## src/rtl/uart_rx.sv

```systemverilog
// UART receive stage: 2-flop synchroniser, 8N1 deserialiser and a small
// first-word-fall-through byte FIFO with sticky frame/overrun flags.
`timescale 1ns/1ps

module uart_rx #(
    parameter int FIFO_DEPTH = 4
) (
    input  logic        clk,
    input  logic        rst,
    input  logic        en,
    input  logic [31:0] baud,
    input  logic        rx,
    input  logic        rd_en,
    input  logic        clr_err,
    output logic [7:0]  rx_data,
    output logic        rx_not_empty,
    output logic        rx_full,
    output logic        busy,
    output logic        frame_err,
    output logic        overrun
);

    localparam int AW = $clog2(FIFO_DEPTH);
    localparam logic [AW:0] FULL_CNT = (AW+1)'(FIFO_DEPTH);

    typedef enum logic [2:0] {IDLE, START, DATA, STOP, BRK} state_t;

    state_t        state;
    logic          rx_m, rx_s;
    logic [31:0]   cnt;
    logic [2:0]    bit_idx;
    logic [7:0]    shift;
    logic [7:0]    mem [FIFO_DEPTH];
    logic [AW-1:0] wr_ptr, rd_ptr;
    logic [AW:0]   count;

    logic bit_end, push, stop_bad, pop, full, push_ok, drop;

    assign bit_end  = (cnt == baud);
    assign push     = en && state == STOP && bit_end && rx_s;
    assign stop_bad = en && state == STOP && bit_end && !rx_s;
    assign full     = (count == FULL_CNT);
    assign pop      = rd_en && count != '0;
    // A pop in the same cycle frees the slot, so a full FIFO still accepts.
    assign push_ok  = push && (!full || pop);
    assign drop     = push && full && !pop;

    assign rx_not_empty = (count != '0);
    assign rx_full      = full;
    assign rx_data      = rx_not_empty ? mem[rd_ptr] : 8'h00;

    always_ff @(posedge clk or posedge rst) begin
        if (rst) begin
            rx_m <= 1'b1;
            rx_s <= 1'b1;
        end else begin
            rx_m <= rx;
            rx_s <= rx_m;
        end
    end

    always_ff @(posedge clk or posedge rst) begin
        if (rst) begin
            state   <= IDLE;
            cnt     <= '0;
            bit_idx <= '0;
            shift   <= '0;
            busy    <= 1'b0;
        end else if (!en) begin
            state <= IDLE;
            cnt   <= '0;
            busy  <= 1'b0;
        end else begin
            unique case (state)
                IDLE: begin
                    cnt <= '0;
                    if (!rx_s) begin
                        state <= START;
                        busy  <= 1'b1;
                    end
                end
                START: begin
                    cnt <= cnt + 32'd1;
                    if (cnt == (baud >> 1)) begin
                        cnt <= '0;
                        if (!rx_s) begin
                            state   <= DATA;
                            bit_idx <= '0;
                        end else begin
                            state <= IDLE;
                            busy  <= 1'b0;
                        end
                    end
                end
                DATA: begin
                    cnt <= cnt + 32'd1;
                    if (bit_end) begin
                        shift[bit_idx] <= rx_s;
                        cnt            <= '0;
                        bit_idx        <= bit_idx + 1'b1;
                        if (bit_idx == 3'd7)
                            state <= STOP;
                    end
                end
                STOP: begin
                    cnt <= cnt + 32'd1;
                    if (bit_end) begin
                        cnt <= '0;
                        if (rx_s) begin
                            state <= IDLE;
                            busy  <= 1'b0;
                        end else begin
                            state <= BRK;
                        end
                    end
                end
                BRK: begin
                    // Held-low line must return high before a new start.
                    cnt <= '0;
                    if (rx_s) begin
                        state <= IDLE;
                        busy  <= 1'b0;
                    end
                end
                default: begin
                    state <= IDLE;
                    busy  <= 1'b0;
                end
            endcase
        end
    end

    always_ff @(posedge clk or posedge rst) begin
        if (rst) begin
            frame_err <= 1'b0;
            overrun   <= 1'b0;
        end else begin
            if (stop_bad)
                frame_err <= 1'b1;
            else if (clr_err)
                frame_err <= 1'b0;
            if (drop)
                overrun <= 1'b1;
            else if (clr_err)
                overrun <= 1'b0;
        end
    end

    always_ff @(posedge clk) begin
        if (push_ok)
            mem[wr_ptr] <= shift;
    end

    always_ff @(posedge clk or posedge rst) begin
        if (rst) begin
            wr_ptr <= '0;
            rd_ptr <= '0;
            count  <= '0;
        end else begin
            if (push_ok)
                wr_ptr <= wr_ptr + 1'b1;
            if (pop)
                rd_ptr <= rd_ptr + 1'b1;
            unique case ({push_ok, pop})
                2'b10:   count <= count + 1'b1;
                2'b01:   count <= count - 1'b1;
                default: count <= count;
            endcase
        end
    end

endmodule

```

## config.mk

```make
export PLATFORM = sky130hd
export DESIGN_NAME = uart_rx
export DESIGN_NICKNAME = d
export VERILOG_FILES = /design/src/rtl/uart_rx.sv
export SDC_FILE = /design/constraint.sdc
export NUM_CORES = 1
export LEC_CHECK = 0
export CAP_MARGIN = 10
export CORE_MARGIN = 2
export CORE_UTILIZATION = 57
export DETAILED_ROUTE_END_ITERATION = 16
export PLACE_DENSITY = 0.88
export SLEW_MARGIN = 20
export SYNTH_ARGS = -nofsm -noshare
export SYNTH_HDL_FRONTEND = slang
export SYNTH_SLANG_ARGS = --single-unit
```

## constraint.sdc

```tcl
create_clock -name clk -period 3.63 [get_ports clk]
set_input_delay 0.5445 -clock clk [delete_from_list [all_inputs] [get_ports clk]]
set_output_delay 0.5445 -clock clk [all_outputs]
set_load 0.01 [all_outputs]
```

### Word-level counts from Yosys, hierarchy flattened

Memories as Yosys holds them, arrays and structs flattened.
Index checks and enable logic that the tools add are counted.

| cells by class | value |
|---|---|
| add/sub/neg operators | 6 |
| order comparisons | 2 |
| equality and inequality tests | 21 |
| multiplexer cells | 34 |
| reduce and logical (&&, ||, !) cells | 25 |

Operators by type and width:

| kind | count |
|---|---|
| two-way mux 32 bit | 3 |
| case mux 32 bit (3 select lines) | 1 |
| two-way mux 3 bit | 11 |
| adder 32 x 1 -> 32 bit, second input constant | 1 |
| equality test 32 x 31 -> 1 bit | 1 |
| equality test 32 bit | 1 |
| inequality test 3 bit, second input constant | 6 |
| case mux 3 bit (5 select lines) | 1 |
| case mux 3 bit (2 select lines) | 2 |
| two-way mux 1 bit | 11 |
| equality test 3 bit, second input constant | 3 |
| logical AND 1 bit | 9 |
| bitwise mux 8 bit | 1 |
| two-way mux 8 bit | 1 |
| inequality test 2 bit, second input constant | 4 |
| nonzero test 2 bit | 4 |
| adder 3 x 1 -> 3 bit, second input constant | 2 |
| equality test 3 x 2 -> 1 bit, second input constant | 2 |
| AND reduction 6 bit | 1 |
| case mux 1 bit (5 select lines) | 1 |
| AND reduction 5 bit | 1 |
| adder 2 x 1 -> 2 bit, second input constant | 2 |
| < comparator 3 x 4 -> 1 bit, second input constant | 1 |
| inequality test 4 x 3 -> 1 bit, second input constant | 1 |
| 14 further kinds | 17 |

| word-level totals | value |
|---|---|
| bits in registers | 58 |
| bits in writable memories | 32 |
| bits of input ports | 38 |
| output and inout bits | 13 |
| logic and storage cells | 101 |
| memories | 1 |

Memories:

| memory | depth | width | rd ports | clocked after Yosys merged registers in | write ports | RTL line | source |
|---|---|---|---|---|---|---|---|
| mem | 4 | 8 | 1 | 0 | 1 | 33 | `logic [7:0] mem [FIFO_DEPTH];` |

### Logic depth before layout (Yosys ltp)

| logic depth | value |
|---|---|
| depth in word-level cells | 7 |
| gate-level depth with buffers | 11 |
| depth with buffers taken out | 10 |

### Least setup slack after synthesis

Ideal clock, no wire load.

| path | value |
|---|---|
| kind | input-to-reg |
| start | input baud[29] |
| end | register count[2] |
| setup time | 0.104 ns |
| arrival time | 2.824 ns |
| required time | 3.526 ns |
| path slack | 0.702 ns |
| stages on the path | 10 |
| buffers on the path | 0 |
| cell sequence | xor2_1 -> nor4_1 -> nand4_1 -> nor4_2 -> nor2_1 -> fa_1 -> nor2_1 -> nor4b_1 -> a31oi_1 -> o311ai_1 |

| on the way | value |
|---|---|
| word-level cells in the longest chain between the ends | 6 |
| elaborated cells between the ends (all ways) | 8 |
| those cells by class | eq/ne: 3; mux: 1; reduce/logical: 4 |

RTL lines:

| what | RTL line | source |
|---|---|---|
| start, declared | 11 | `input logic [31:0] baud,` |
| equality test 32 bit * | 39 | `assign bit_end = (cnt == baud);` |
| logical AND 1 bit * (2 in series) | 40 | `assign push = en && state == STOP && bit_end && rx_s;` |
| logical AND 1 bit * | 45 | `assign push_ok = push && (!full \|\| pop);` |
| equality test 2 x 1 -> 1 bit or equality test 2 bit (tied branches) | 164 | `unique case ({push_ok, pop})` |
| case mux 3 bit (2 select lines) or nonzero test 2 bit (tied branches) | n/a |  |
| end signal, assigned | 165 | `2'b10: count <= count + 1'b1;` |
| end signal, assigned | 166 | `2'b01: count <= count - 1'b1;` |
| end signal, assigned | 167 | `default: count <= count;` |
| end, declared | 35 | `logic [AW:0] count;` |

Every way passes the cells marked *; elsewhere a longest branch is shown, timed or not.
A chain may end at the register's enable or synchronous reset.

### Worst setup path in the final report

| path | value |
|---|---|
| start | input baud[22] |
| end | memory mem[0][2] (enable) |

| on the way | value |
|---|---|
| word-level cells in the longest chain between the ends | 6 |

RTL lines:

| what | RTL line | source |
|---|---|---|
| equality test 32 bit | 39 |  |
| logical AND 1 bit (2 in series) | 40 |  |
| logical AND 1 bit | 45 |  |
| two-way mux 1 bit | 150 | `if (push_ok)` |
| two-way mux 1 bit (implied by the code) | 151 | `mem[wr_ptr] <= shift;` |
| end, declared | 33 |  |

Every way passes these cells.

==> impl_metrics.csv <==
group,metric,value,unit
synth,synth.distinct_cells,56,
power,p_per_area,369,nW/um^2
synth,synthArstFlopShare,0.644,
floorplan,dieWidth,98.5,um
floorplan,die_h,98.5,um
detailed_routing,routedWlPerCell,17.8,um
timing,max-slew-margin-rel,0.369,
timing,period_needed,3.12,ns
cells_and_area,fin_nets,563,
detailed_routing,first_iter_violations,277,
timing,fmax,321,MHz
timing,layout_worst_path_cycle_share,0.859,
clock_network,path_clk_slew,0.10,ns
critical_path,arrival,3.15,ns
global_routing,gr-total-overflow,0,
critical_path,path_class,"input port to flip-flop",
synth,ys_seq_elements,90,
floorplan,initial_core_util,0.586,
job,max_cap_viol_count,0,
detailed_routing,via_count,3815,
detailed_routing,viasPerCell,6.06,
detailed_routing,drt_pass1_iterations,4,
timing,rsz0062_at_grt,"false",
clock_network,clock_path_buffers,2,
timing,worst_pin_slew,0.945,ns
status,status,"complete, no violations",
global_routing,antenna_found_initial,0,
floorplan,io_pins,51,
synth,mappedNetlistNets,522,
clock_network,htree_num_levels,3,
global_routing,grt_pass1_wl,18.5,mm
synth,syn_area,5090,um^2
global_routing,grt_max_degree,46,
clock_network,cts_made_buffers,9,
clock_network,postCtsSetupRepairBufs,0,
timing,setup_violations,0,
cells_and_area,area_growth_syn_to_layout,15.0,%
power,leakagePower,2.49,nW
synth,ys_top_cells_by_area,"dfrtp_1, edfxtp_1, xor2_1",
timing,tns,0,ns
critical_path,crit_path_start_kind,"input port",
cells_and_area,final_cell_mix,"xor2_1, dfrtp_1, clkdlybuf4s50_1",
floorplan,dieArea,9700,um^2
hold_path,hold_path_depth,0,
timing,hold_viol_final,0,
critical_path,crit_path_end_kind,"flip-flop",
timing,setup_ws,0.512,ns
power,vdd_ir_drop_max,212,uV
timing,hold_ws,0.360,ns
clock_network,cts_root_buffer,"clkbuf_8",
synth,postSynthAreaPerCell,10.7,um^2
clock_network,hold_buffers,0,
critical_path,ff2ff_path_depth,7,
floorplan,rows,34,
global_routing,grt_pass1_vias,3867,
synth,yosysWarningCount,0,
clock_network,insertion_delay,0.36,ns
floorplan,core_area,8680,um^2
detailed_routing,wl,11.2,mm
clock_network,cts.sink_count,90,
critical_path,cp.required,3.66,ns
synth,yosysTopAreaCell,"dfrtp_1",
placed_design,dp_slack,0.160,ns
global_routing,grt.total_usage,0.242,
synth,synth-edff-count,32,
critical_path,crit_fanout,9,
synth,synthCells,476,
hold_path,hold_class,"flip-flop to flip-flop",
timing,drv_slew,0,
cells_and_area,layout_commonest_cell,"xor2_1",
synth,yosys_most_used_dff,"dfrtp_1",
placed_design,port_buffers,50,
placed_design,dp_hpwl,8.54,mm
detailed_routing,drc,0,
cells_and_area,num_antenna_cells,0,
synth,synth.top_cell.area_share,0.275,
cells_and_area,drive_gt1_frac,0.0958,
timing,skew,0.00831,ns
clock_network,cts_tree,"done",
synth,ys_seq_area_frac,0.475,
clock_network,cts_resized,0,
placed_design,place_congestion,1.00,
detailed_routing,ant_nets,0,
cells_and_area,fin_util,0.674,
sequential cells by signal (all words and copies together) (netlist names):
name       flops
cnt           32
mem           32
shift          8
bit_idx        3
count          3
state          3
rd_ptr         2
wr_ptr         2
busy           1
frame_err      1
overrun        1
rx_m           1
rx_s           1
layout make-up:
cell class | count | area (um^2)
Sequential cell | 90 | 2410
Timing Repair Buffer | 60 | 576
Fill cell | 646 | 2830
Multi-Input combinational cell | 343 | 2480
Clock buffer | 9 | 124
Tap cell | 108 | 135
Clock inverter | 7 | 78.8
Inverter | 13 | 48.8
power breakdown:
part	switching [mW]	internal, mW
Sequential	0.0730	1.07
Clock	0.409	0.276
Combinational	0.158	0.169
through the flow:
stage                     power (mW)  std cells  area [um^2]
after floorplan                 1.36        476         5090
after global placement          1.48        614         5650
after detailed placement        1.50        614         5650
after CTS                       2.17        630         5850
after global routing            2.25        630         5850
final                           2.16        630         5850
critical path, cell delays in order:
cell,delay [ns]
clkdlybuf4s50_1,0.45
xor2_1,0.18
nor4_1,0.36
nand4_1,0.30
nor4_2,0.37
buf_4,0.22
nor2b_1,0.30
and2_1,0.42
final timing paths:
| check | end | slack (ns) | startpoint |
|---|---|---|---|
| hold reg to reg | rx_s | 0.36 | rx_m |
| setup reg to reg | mem[0][2] | 0.63 | cnt[15] |
| setup / recovery | mem[0][2] | 0.51 | baud[22] |
| min in group asynchronous | cnt[1] | 0.70 | rst |
| max in group asynchronous | rd_ptr[1] | 2.25 | rst |
| hold / removal | rx_s | 0.36 | rx_m |
Yosys cell counts (4+ instances only):
| cell | count |
|---|---|
| xor2_1 | 79 |
| dfrtp_1 | 56 |
| a211oi_1 | 4 |
| ha_1 | 7 |
| xnor2_1 | 10 |
| nor2_1 | 39 |
| and3_1 | 6 |
| edfxtp_1 | 32 |
| buf_6 | 4 |
| nand2b_1 | 5 |
| nor4_1 | 18 |
| mux2_2 | 7 |
| nor3_1 | 6 |
| a31oi_1 | 5 |
| o21ai_0 | 8 |
| and4_1 | 4 |
| a21oi_1 | 5 |
| inv_1 | 13 |
| nand4_1 | 13 |
| nand3_1 | 20 |
| buf_2 | 5 |
| mux4_2 | 8 |
| and2_1 | 17 |
| nand2_1 | 37 |
| clkbuf_1 | 18 |
layer usage:
layer / vias to the layer above / track usage / share of wire
li1: 1772 / - / -
met1: 1831 / 0.312 / 0.42
met2: 176 / 0.397 / 0.49
met3: 36 / 0.0376 / 0.059
met4: 0 / 0.126 / 0.036
met5: - / 0 / 0
cells by family after synthesis:
family	share of synthesized area
buffers and inverters	0.0388
XOR/XNOR	0.153
AND/OR/NAND/NOR	0.192
flip-flops	0.475
adder cells (fa/ha/maj)	0.0211
multiplexers	0.0590
AO/OA/AOI/OAI	0.0612
Note: power is estimated with default switching activity, not from simulation.
